==> src/rtl/video_out_if.sv <==
// video_out_if: Wishbone classic read-master bundle for the video_out pixel fetcher.
//   ADR_O  [31:0]  read address              (master -> slave)
//   DAT_I  [31:0]  read data                 (slave  -> master)
//   CYC_O, STB_O   cycle and strobe          (master -> slave)
//   WE_O           write enable, always 0    (master -> slave)
//   SEL_O  [3:0]   byte selects, always 4'hF (master -> slave)
//   ACK_I, ERR_I   normal / error terminate  (slave  -> master)
interface video_out_if;
    logic [31:0] ADR_O;
    logic [31:0] DAT_I;
    logic        CYC_O;
    logic        STB_O;
    logic        WE_O;
    logic [3:0]  SEL_O;
    logic        ACK_I;
    logic        ERR_I;
    modport master (output ADR_O, CYC_O, STB_O, WE_O, SEL_O, input DAT_I, ACK_I, ERR_I);
    modport slave  (input ADR_O, CYC_O, STB_O, WE_O, SEL_O, output DAT_I, ACK_I, ERR_I);
endinterface

==> src/rtl/video_out.sv <==
// video_out: raster timing generator fed by a Wishbone-fetched 64-byte pixel FIFO.
//   p_clk, p_resetn     clock, asynchronous active-low reset
//   pix_en              pixel-slot strobe; raster timing only advances on it
//   frame_base[31:0]    4-byte aligned byte address of the frame
//   base_valid          frame_base valid; enables fetching and video output
//   line_valid          active-pixel qualifier (registered)
//   frame_valid         active-frame qualifier (registered)
//   pixel_out[7:0]      pixel byte, 00 outside active slots and on underrun
//   irq                 sticky underrun flag
//   p_wb                Wishbone read master (video_out_if.master)
// Optional feature: define VIDEO_OUT_UNDERRUN_IRQ_EN to make irq latch the first
// underrun; otherwise irq is tied low.
module video_out #(
    parameter int H_ACTIVE = 640,
    parameter int H_BLANK  = 160,
    parameter int V_ACTIVE = 480,
    parameter int V_BLANK  = 45
) (
    input  logic        p_clk,
    input  logic        p_resetn,
    input  logic        pix_en,
    input  logic [31:0] frame_base,
    input  logic        base_valid,
    output logic        line_valid,
    output logic        frame_valid,
    output logic [7:0]  pixel_out,
    output logic        irq,
    video_out_if.master p_wb
);
    localparam int H_TOTAL = H_ACTIVE + H_BLANK;
    localparam int V_TOTAL = V_ACTIVE + V_BLANK;
    localparam int HW = $clog2(H_TOTAL);
    localparam int VW = $clog2(V_TOTAL);
    localparam logic [31:0] FRAME_BYTES = 32'(H_ACTIVE * V_ACTIVE);

    typedef enum logic [1:0] {IDLE, WAIT_SPACE, REQ, WAIT_ACK} state_t;

    state_t        state, state_nxt;
    logic [2:0]    beat;
    logic [31:0]   addr, fetched, word;
    logic          drop, started;
    logic [HW-1:0] h;
    logic [VW-1:0] v;
    logic [6:0]    count;
    logic [5:0]    wr_ptr, rd_ptr;
    logic [7:0]    mem [64];
    logic          term, push, flush, active, pop, h_last;

    assign term   = state == WAIT_ACK && (p_wb.ACK_I || p_wb.ERR_I);
    assign h_last = h == HW'(H_TOTAL - 1);
    // Last slot of the last active line: the next slot starts vertical blanking.
    assign flush  = started && pix_en && h_last && v == VW'(V_ACTIVE - 1);
    // A beat that was in flight when the FIFO was flushed belongs to the old frame.
    assign push   = term && !drop && !flush;
    assign active = v < VW'(V_ACTIVE) && h < HW'(H_ACTIVE);
    assign pop    = started && base_valid && pix_en && active && count != 7'd0;
    assign word   = p_wb.ERR_I ? 32'h0000_0000 : p_wb.DAT_I;

    assign p_wb.ADR_O = addr;
    assign p_wb.CYC_O = state == REQ || state == WAIT_ACK;
    assign p_wb.STB_O = state == WAIT_ACK;
    assign p_wb.WE_O  = 1'b0;
    assign p_wb.SEL_O = 4'hF;

    always_comb begin
        state_nxt = state;
        case (state)
            IDLE:       state_nxt = base_valid ? WAIT_SPACE : IDLE;
            WAIT_SPACE: state_nxt = !base_valid ? IDLE :
                                    (count <= 7'd32 && fetched < FRAME_BYTES) ? REQ : WAIT_SPACE;
            REQ:        state_nxt = WAIT_ACK;
            WAIT_ACK:   state_nxt = !term ? WAIT_ACK : beat == 3'd7 ? WAIT_SPACE : REQ;
            default:    state_nxt = IDLE;
        endcase
    end

    always_ff @(posedge p_clk or negedge p_resetn) begin
        if (!p_resetn) begin
            state   <= IDLE;
            beat    <= 3'd0;
            addr    <= 32'd0;
            fetched <= 32'd0;
            drop    <= 1'b0;
        end else begin
            state   <= state_nxt;
            beat    <= term ? beat + 3'd1 : beat;
            addr    <= (state == IDLE || flush) ? frame_base : push ? addr + 32'd4 : addr;
            fetched <= (state == IDLE || flush) ? 32'd0 : push ? fetched + 32'd4 : fetched;
            drop    <= state == WAIT_ACK && !term && (drop || flush);
        end
    end

    // Words land little-endian; wr_ptr stays 4-aligned so a word never straddles the wrap.
    always_ff @(posedge p_clk) begin
        if (push) begin
            mem[wr_ptr]        <= word[7:0];
            mem[wr_ptr + 6'd1] <= word[15:8];
            mem[wr_ptr + 6'd2] <= word[23:16];
            mem[wr_ptr + 6'd3] <= word[31:24];
        end
    end

    always_ff @(posedge p_clk or negedge p_resetn) begin
        if (!p_resetn) begin
            count       <= 7'd0;
            wr_ptr      <= 6'd0;
            rd_ptr      <= 6'd0;
            started     <= 1'b0;
            h           <= '0;
            v           <= '0;
            line_valid  <= 1'b0;
            frame_valid <= 1'b0;
            pixel_out   <= 8'h00;
        end else begin
            count   <= (state == IDLE || flush) ? 7'd0 : count + (push ? 7'd4 : 7'd0) - (pop ? 7'd1 : 7'd0);
            wr_ptr  <= (state == IDLE || flush) ? 6'd0 : wr_ptr + (push ? 6'd4 : 6'd0);
            rd_ptr  <= (state == IDLE || flush) ? 6'd0 : rd_ptr + (pop ? 6'd1 : 6'd0);
            // Raster stays parked at (0,0) until the first block of the frame is buffered.
            started <= state != IDLE && (started || fetched >= 32'd32);
            if (!started) begin
                h <= '0;
                v <= '0;
            end else if (pix_en) begin
                h <= h_last ? '0 : h + HW'(1);
                v <= !h_last ? v : v == VW'(V_TOTAL - 1) ? '0 : v + VW'(1);
            end
            if (!started || !base_valid) begin
                line_valid  <= 1'b0;
                frame_valid <= 1'b0;
                pixel_out   <= 8'h00;
            end else if (pix_en) begin
                frame_valid <= v < VW'(V_ACTIVE);
                line_valid  <= active;
                pixel_out   <= pop ? mem[rd_ptr] : 8'h00;
            end
        end
    end

`ifdef VIDEO_OUT_UNDERRUN_IRQ_EN
    always_ff @(posedge p_clk or negedge p_resetn) begin
        if (!p_resetn) irq <= 1'b0;
        else           irq <= irq || (started && base_valid && pix_en && active && count == 7'd0);
    end
`else
    assign irq = 1'b0;
`endif
endmodule

==> src/flat_wrapper.sv <==
// flat-port wrapper written by rule: the top's interface ports become plain ports
module video_out_flat 
#(
    parameter int H_ACTIVE = 640,
    parameter int H_BLANK  = 160,
    parameter int V_ACTIVE = 480,
    parameter int V_BLANK  = 45
)
  (p_clk, p_resetn, pix_en, frame_base, base_valid, line_valid, frame_valid, pixel_out, irq, p_wb_ADR_O, p_wb_CYC_O, p_wb_STB_O, p_wb_WE_O, p_wb_SEL_O, p_wb_DAT_I, p_wb_ACK_I, p_wb_ERR_I);
  video_out_if p_wb_i ();
  input  logic p_clk;
  input  logic p_resetn;
  input  logic pix_en;
  input  logic [31:0] frame_base;
  input  logic base_valid;
  output logic line_valid;
  output logic frame_valid;
  output logic [7:0] pixel_out;
  output logic irq;
  output wire logic [$bits(p_wb_i.ADR_O)-1:0] p_wb_ADR_O;
  output wire logic [$bits(p_wb_i.CYC_O)-1:0] p_wb_CYC_O;
  output wire logic [$bits(p_wb_i.STB_O)-1:0] p_wb_STB_O;
  output wire logic [$bits(p_wb_i.WE_O)-1:0] p_wb_WE_O;
  output wire logic [$bits(p_wb_i.SEL_O)-1:0] p_wb_SEL_O;
  input wire logic [$bits(p_wb_i.DAT_I)-1:0] p_wb_DAT_I;
  input wire logic [$bits(p_wb_i.ACK_I)-1:0] p_wb_ACK_I;
  input wire logic [$bits(p_wb_i.ERR_I)-1:0] p_wb_ERR_I;
  assign p_wb_ADR_O = p_wb_i.ADR_O;
  assign p_wb_CYC_O = p_wb_i.CYC_O;
  assign p_wb_STB_O = p_wb_i.STB_O;
  assign p_wb_WE_O = p_wb_i.WE_O;
  assign p_wb_SEL_O = p_wb_i.SEL_O;
  assign p_wb_i.DAT_I = p_wb_DAT_I;
  assign p_wb_i.ACK_I = p_wb_ACK_I;
  assign p_wb_i.ERR_I = p_wb_ERR_I;
  video_out #(.H_ACTIVE(H_ACTIVE), .H_BLANK(H_BLANK), .V_ACTIVE(V_ACTIVE), .V_BLANK(V_BLANK)) u_core (.p_clk(p_clk), .p_resetn(p_resetn), .pix_en(pix_en), .frame_base(frame_base), .base_valid(base_valid), .line_valid(line_valid), .frame_valid(frame_valid), .pixel_out(pixel_out), .irq(irq), .p_wb(p_wb_i));
endmodule
==> config.mk <==
export PLATFORM = sky130hd
export DESIGN_NAME = video_out_flat
export DESIGN_NICKNAME = d
export VERILOG_FILES = /design/src/rtl/video_out_if.sv /design/src/rtl/video_out.sv /design/src/flat_wrapper.sv
export SDC_FILE = /design/constraint.sdc
export NUM_CORES = 1
export LEC_CHECK = 0
export ABC_AREA = 1
export BUFFER_PORTS_ARGS = -buffer_cell sky130_fd_sc_hd__buf_4
export CORE_UTILIZATION = 30
export DETAILED_ROUTE_END_ITERATION = 10
export SLEW_MARGIN = 0
export SYNTH_ARGS = -nofsm -noshare
export SYNTH_HDL_FRONTEND = slang
export SYNTH_SLANG_ARGS = --single-unit
==> constraint.sdc <==
create_clock -name p_clk -period 8.2 [get_ports p_clk]
set_input_delay 0.82 -clock p_clk [delete_from_list [all_inputs] [get_ports p_clk]]
set_output_delay 0.82 -clock p_clk [all_outputs]
set_load 0.02 [all_outputs]
==> results.md <==
* Post-cts hold buffer count at 0
* Later-pin clock latency in the skew report at 0.63 ns
* Synth area leaders: edfxtp_1, nand2_1, dfrtp_1, nand3_1, inv_1
* Avg Cell Area, Syn at 7.78 µm²
* PostCTS Resize Cnt at 0
* Filler cells at 11500
* Sequential area share after synthesis at 0.538
* FF+latch count, synth at 628
* Hold Slack at 0.209 ns
* Prevailing post-synth register cell: edfxtp_1
* Arr. time, crit path at 4.23 ns
* Final min period at 3.68 ns
* Via Count at 29100
* Drt pass-1 iters at 8
* Mapped Cells at 4365
* CP endpoint kind: flip-flop
* Layout net count at 4459
* Net Sw Frac at 0.347
* Final count of hold timing violations at 0
* Tcrit/Tclk final at 0.448
* Die width at 338 µm
* Die H at 338 µm
* Root Driver: clkbuf_16
* DR top layer: met4
* Largest net degree at the start of global routing at 169
* Area growth syn-to-layout at 13.9%
* DP HPWL at 65.3 mm
* Synth cell count leaders: nand2_1, nand3_1, edfxtp_1
* Number of CTS-inserted buffers at 74
* Wire length on met3 at 10.8 mm
* Non-filler cells in the finished layout at 5927
* Synth unique cells at 37
* Asr flop ratio synth at 0.185
* Yosys warns at 0
* ANT cells at 0
* CTS tree: yes
* Initial antenna violation count at 0
* Vias per inst at 4.90
* Vias in the first global route at 27000
* Worst-case clock skew at 0.0212 ns
* Clock Sinks at 628
* PnR worst setup slack at 4.52 ns
* Share of layout cells above drive strength 1 at 0.0849
* Top cell type's share of synthesized area at 0.453
* DRT antenna net count at 0
* Max-slew violation count at 0
* Final setup viols at 0
* Cells after DPL at 5790
* Clock power frac at 0.344
* RD Place Congestion at 0.892
* Maximum VDD drop at 0.160 mV
* Port Buffer Count at 113
* Pre-CTS setup slack at 4.23 ns
* Die ar. at 115000 µm²
* Global route overflow at 0
* Startpoint types: flip-flop
* Unrepaired setup endpoints after global routing: no
* CORE AREA at 112000 µm²
* Slew at the pin closest to its max-slew limit at 1.18 ns
* Max Root-Sink Buffers at 3
* M1 WL at 45.2 mm
* Overall Global Routing Usage at 0.195
* Detailed Route Iter0 Violations at 3206
* Met2 wire len at 52.8 mm
* Min-Delay Path Class: input port to asynchronous set/reset pin
* Most numerous cell in the Yosys netlist: nand2_1
* WS Path Type: flip-flop to flip-flop
* I/O pin total at 120
* EDFF count, synth at 512
* Clk slew on worst S/H paths at 0.06 ns
* Power Dens Cells at 258 nW/µm²
* Post-CTS setup buffer count at 0
* CP max FO at 54
* Status: finished, final reports clean
* Internal at 6520 µW
* H-tree depth at 3
* Leakage at 0.0179 µW
* First-pass GRT wire length at 169 mm
* Slew headroom at 0.210
* Critical path required time at 8.75 ns
* Routed wire length at 115 mm
* Max Freq at 272 MHz
* Post-synth top area cell: edfxtp_1
* Final TNS setup at 0 ns
* Syn Std Cell Area at 34000 µm²
* DR WL/cell at 19.3 µm
* Seq pwr share at 0.396
* Sw Pwr at 3460 µW
* Residual DRC at 0
* Initial Utilization at 0.302
* Combinational fraction of design power at 0.261
* Max_cap viols at 0
* Site Rows at 123
state kept, by name, summed over array words and instances, names as in the netlist, 2 cells and up:
| name | cells |
|---|---|
| u_core.mem | 512 |
| u_core.p_wb.ADR_O | 32 |
| u_core.fetched | 30 |
| u_core.h | 10 |
| u_core.v | 10 |
| u_core.pixel_out | 8 |
| u_core.count | 7 |
| u_core.rd_ptr | 6 |
| u_core.wr_ptr | 4 |
| u_core.beat | 3 |
| u_core.state | 2 |
worst paths after layout:
kind,cells past startpoint,slack (ns),startpoint,endpoint
min in group p_clk,3,0.39,frame_base[0],u_core.p_wb.ADR_O[0]$_DFFE_PN0P_
worst max-delay path,10,4.52,u_core.rd_ptr[1]$_DFF_PN0_,u_core.pixel_out[6]$_DFFE_PN0P_
worst min register to register,1,0.47,u_core.beat[0]$_DFFE_PN0N_,u_core.beat[0]$_DFFE_PN0N_
max in group asynchronous,2,6.58,p_resetn,u_core.pixel_out[1]$_DFFE_PN0P_
worst max register to register,10,4.52,u_core.rd_ptr[1]$_DFF_PN0_,u_core.pixel_out[6]$_DFFE_PN0P_
worst min-delay path,1,0.21,p_resetn,u_core.p_wb.ADR_O[0]$_DFFE_PN0P_
metrics by stage:
step	total power (µW)	cell area (µm²)	utilization
after floorplan	5720	34000	-
after global placement	6560	36200	0.322
after detailed placement	6590	36200	0.322
after CTS	9990	38700	0.344
after global routing	10500	38700	0.344
final	9980	38700	0.344
cell families after synthesis:
family / share of synthesized area
DFF: 0.538
and+or+nand+nor: 0.339
other: 0.000221
buffers and inverters: 0.0904
xor gates and xnor gates: 0.0103
adders and majority gates: 0.00870
AOI/OAI and AO/OA: 0.0134
final cells by class:
class,instances,area [µm²],area share
repair buffers,170,1290,0.0334
well taps,1500,1880,0.0485
clock inverters,44,517,0.0134
inverters,527,1990,0.0514
flip-flops and latches,628,18300,0.473
clock buffers,93,1980,0.0511
multi-input cells,2965,12700,0.329
metal layers:
metal / track usage / vias up
met2: 0.319 / 1424
li1: - / 13700
met1: 0.253 / 13600
met4: 0.0938 / 0
met3: 0.0288 / 293
met5: 0 / -
power by group through the flow:
stage	combinational (µW)	sequential (µW)	clock, µW
finish	2600	3950	3430
global route	2900	3980	3580
CTS	2590	3950	3460
detailed placement	2580	4010	0
global placement	2550	4010	0
floorplan	1720	4000	0
cell usage in the layout (no fill, tap or decap), drive strengths merged, types with 2 or more instances in the layout:
| master | netlist | layout |
|---|---|---|
| inv | 515 | 521 |
| dfrtp | 116 | 116 |
| nand2 | 1869 | 1869 |
| nor4 | 4 | 4 |
| buf | 99 | 170 |
| conb | 2 | 6 |
| a21oi | 15 | 15 |
| a31oi | 2 | 2 |
| clkinvlp | 0 | 5 |
| o21ai | 64 | 64 |
| nand4 | 29 | 29 |
| clkbuf | 150 | 93 |
| xnor2 | 8 | 8 |
| xor2 | 32 | 32 |
| bufinv | 0 | 10 |
| nand3 | 525 | 525 |
| ha | 22 | 22 |
| a22oi | 2 | 2 |
| or2 | 31 | 31 |
| clkinv | 12 | 35 |
| edfxtp | 512 | 512 |
| nand3b | 10 | 10 |
| nor2 | 306 | 306 |
| nor3 | 33 | 33 |
worst max-delay path: stages, from the launching register on:
cell,delay (ns)
dfrtp_4,0.76
buf_4,0.66
buf_4,0.78
nand3_1,0.19
nand2_1,0.21
nand2_1,0.08
nand3_1,0.11
nand3_1,0.20
nand3_1,0.14
nand3_1,0.18
nand2_1,0.13
(Power assumes the default switching activity.)
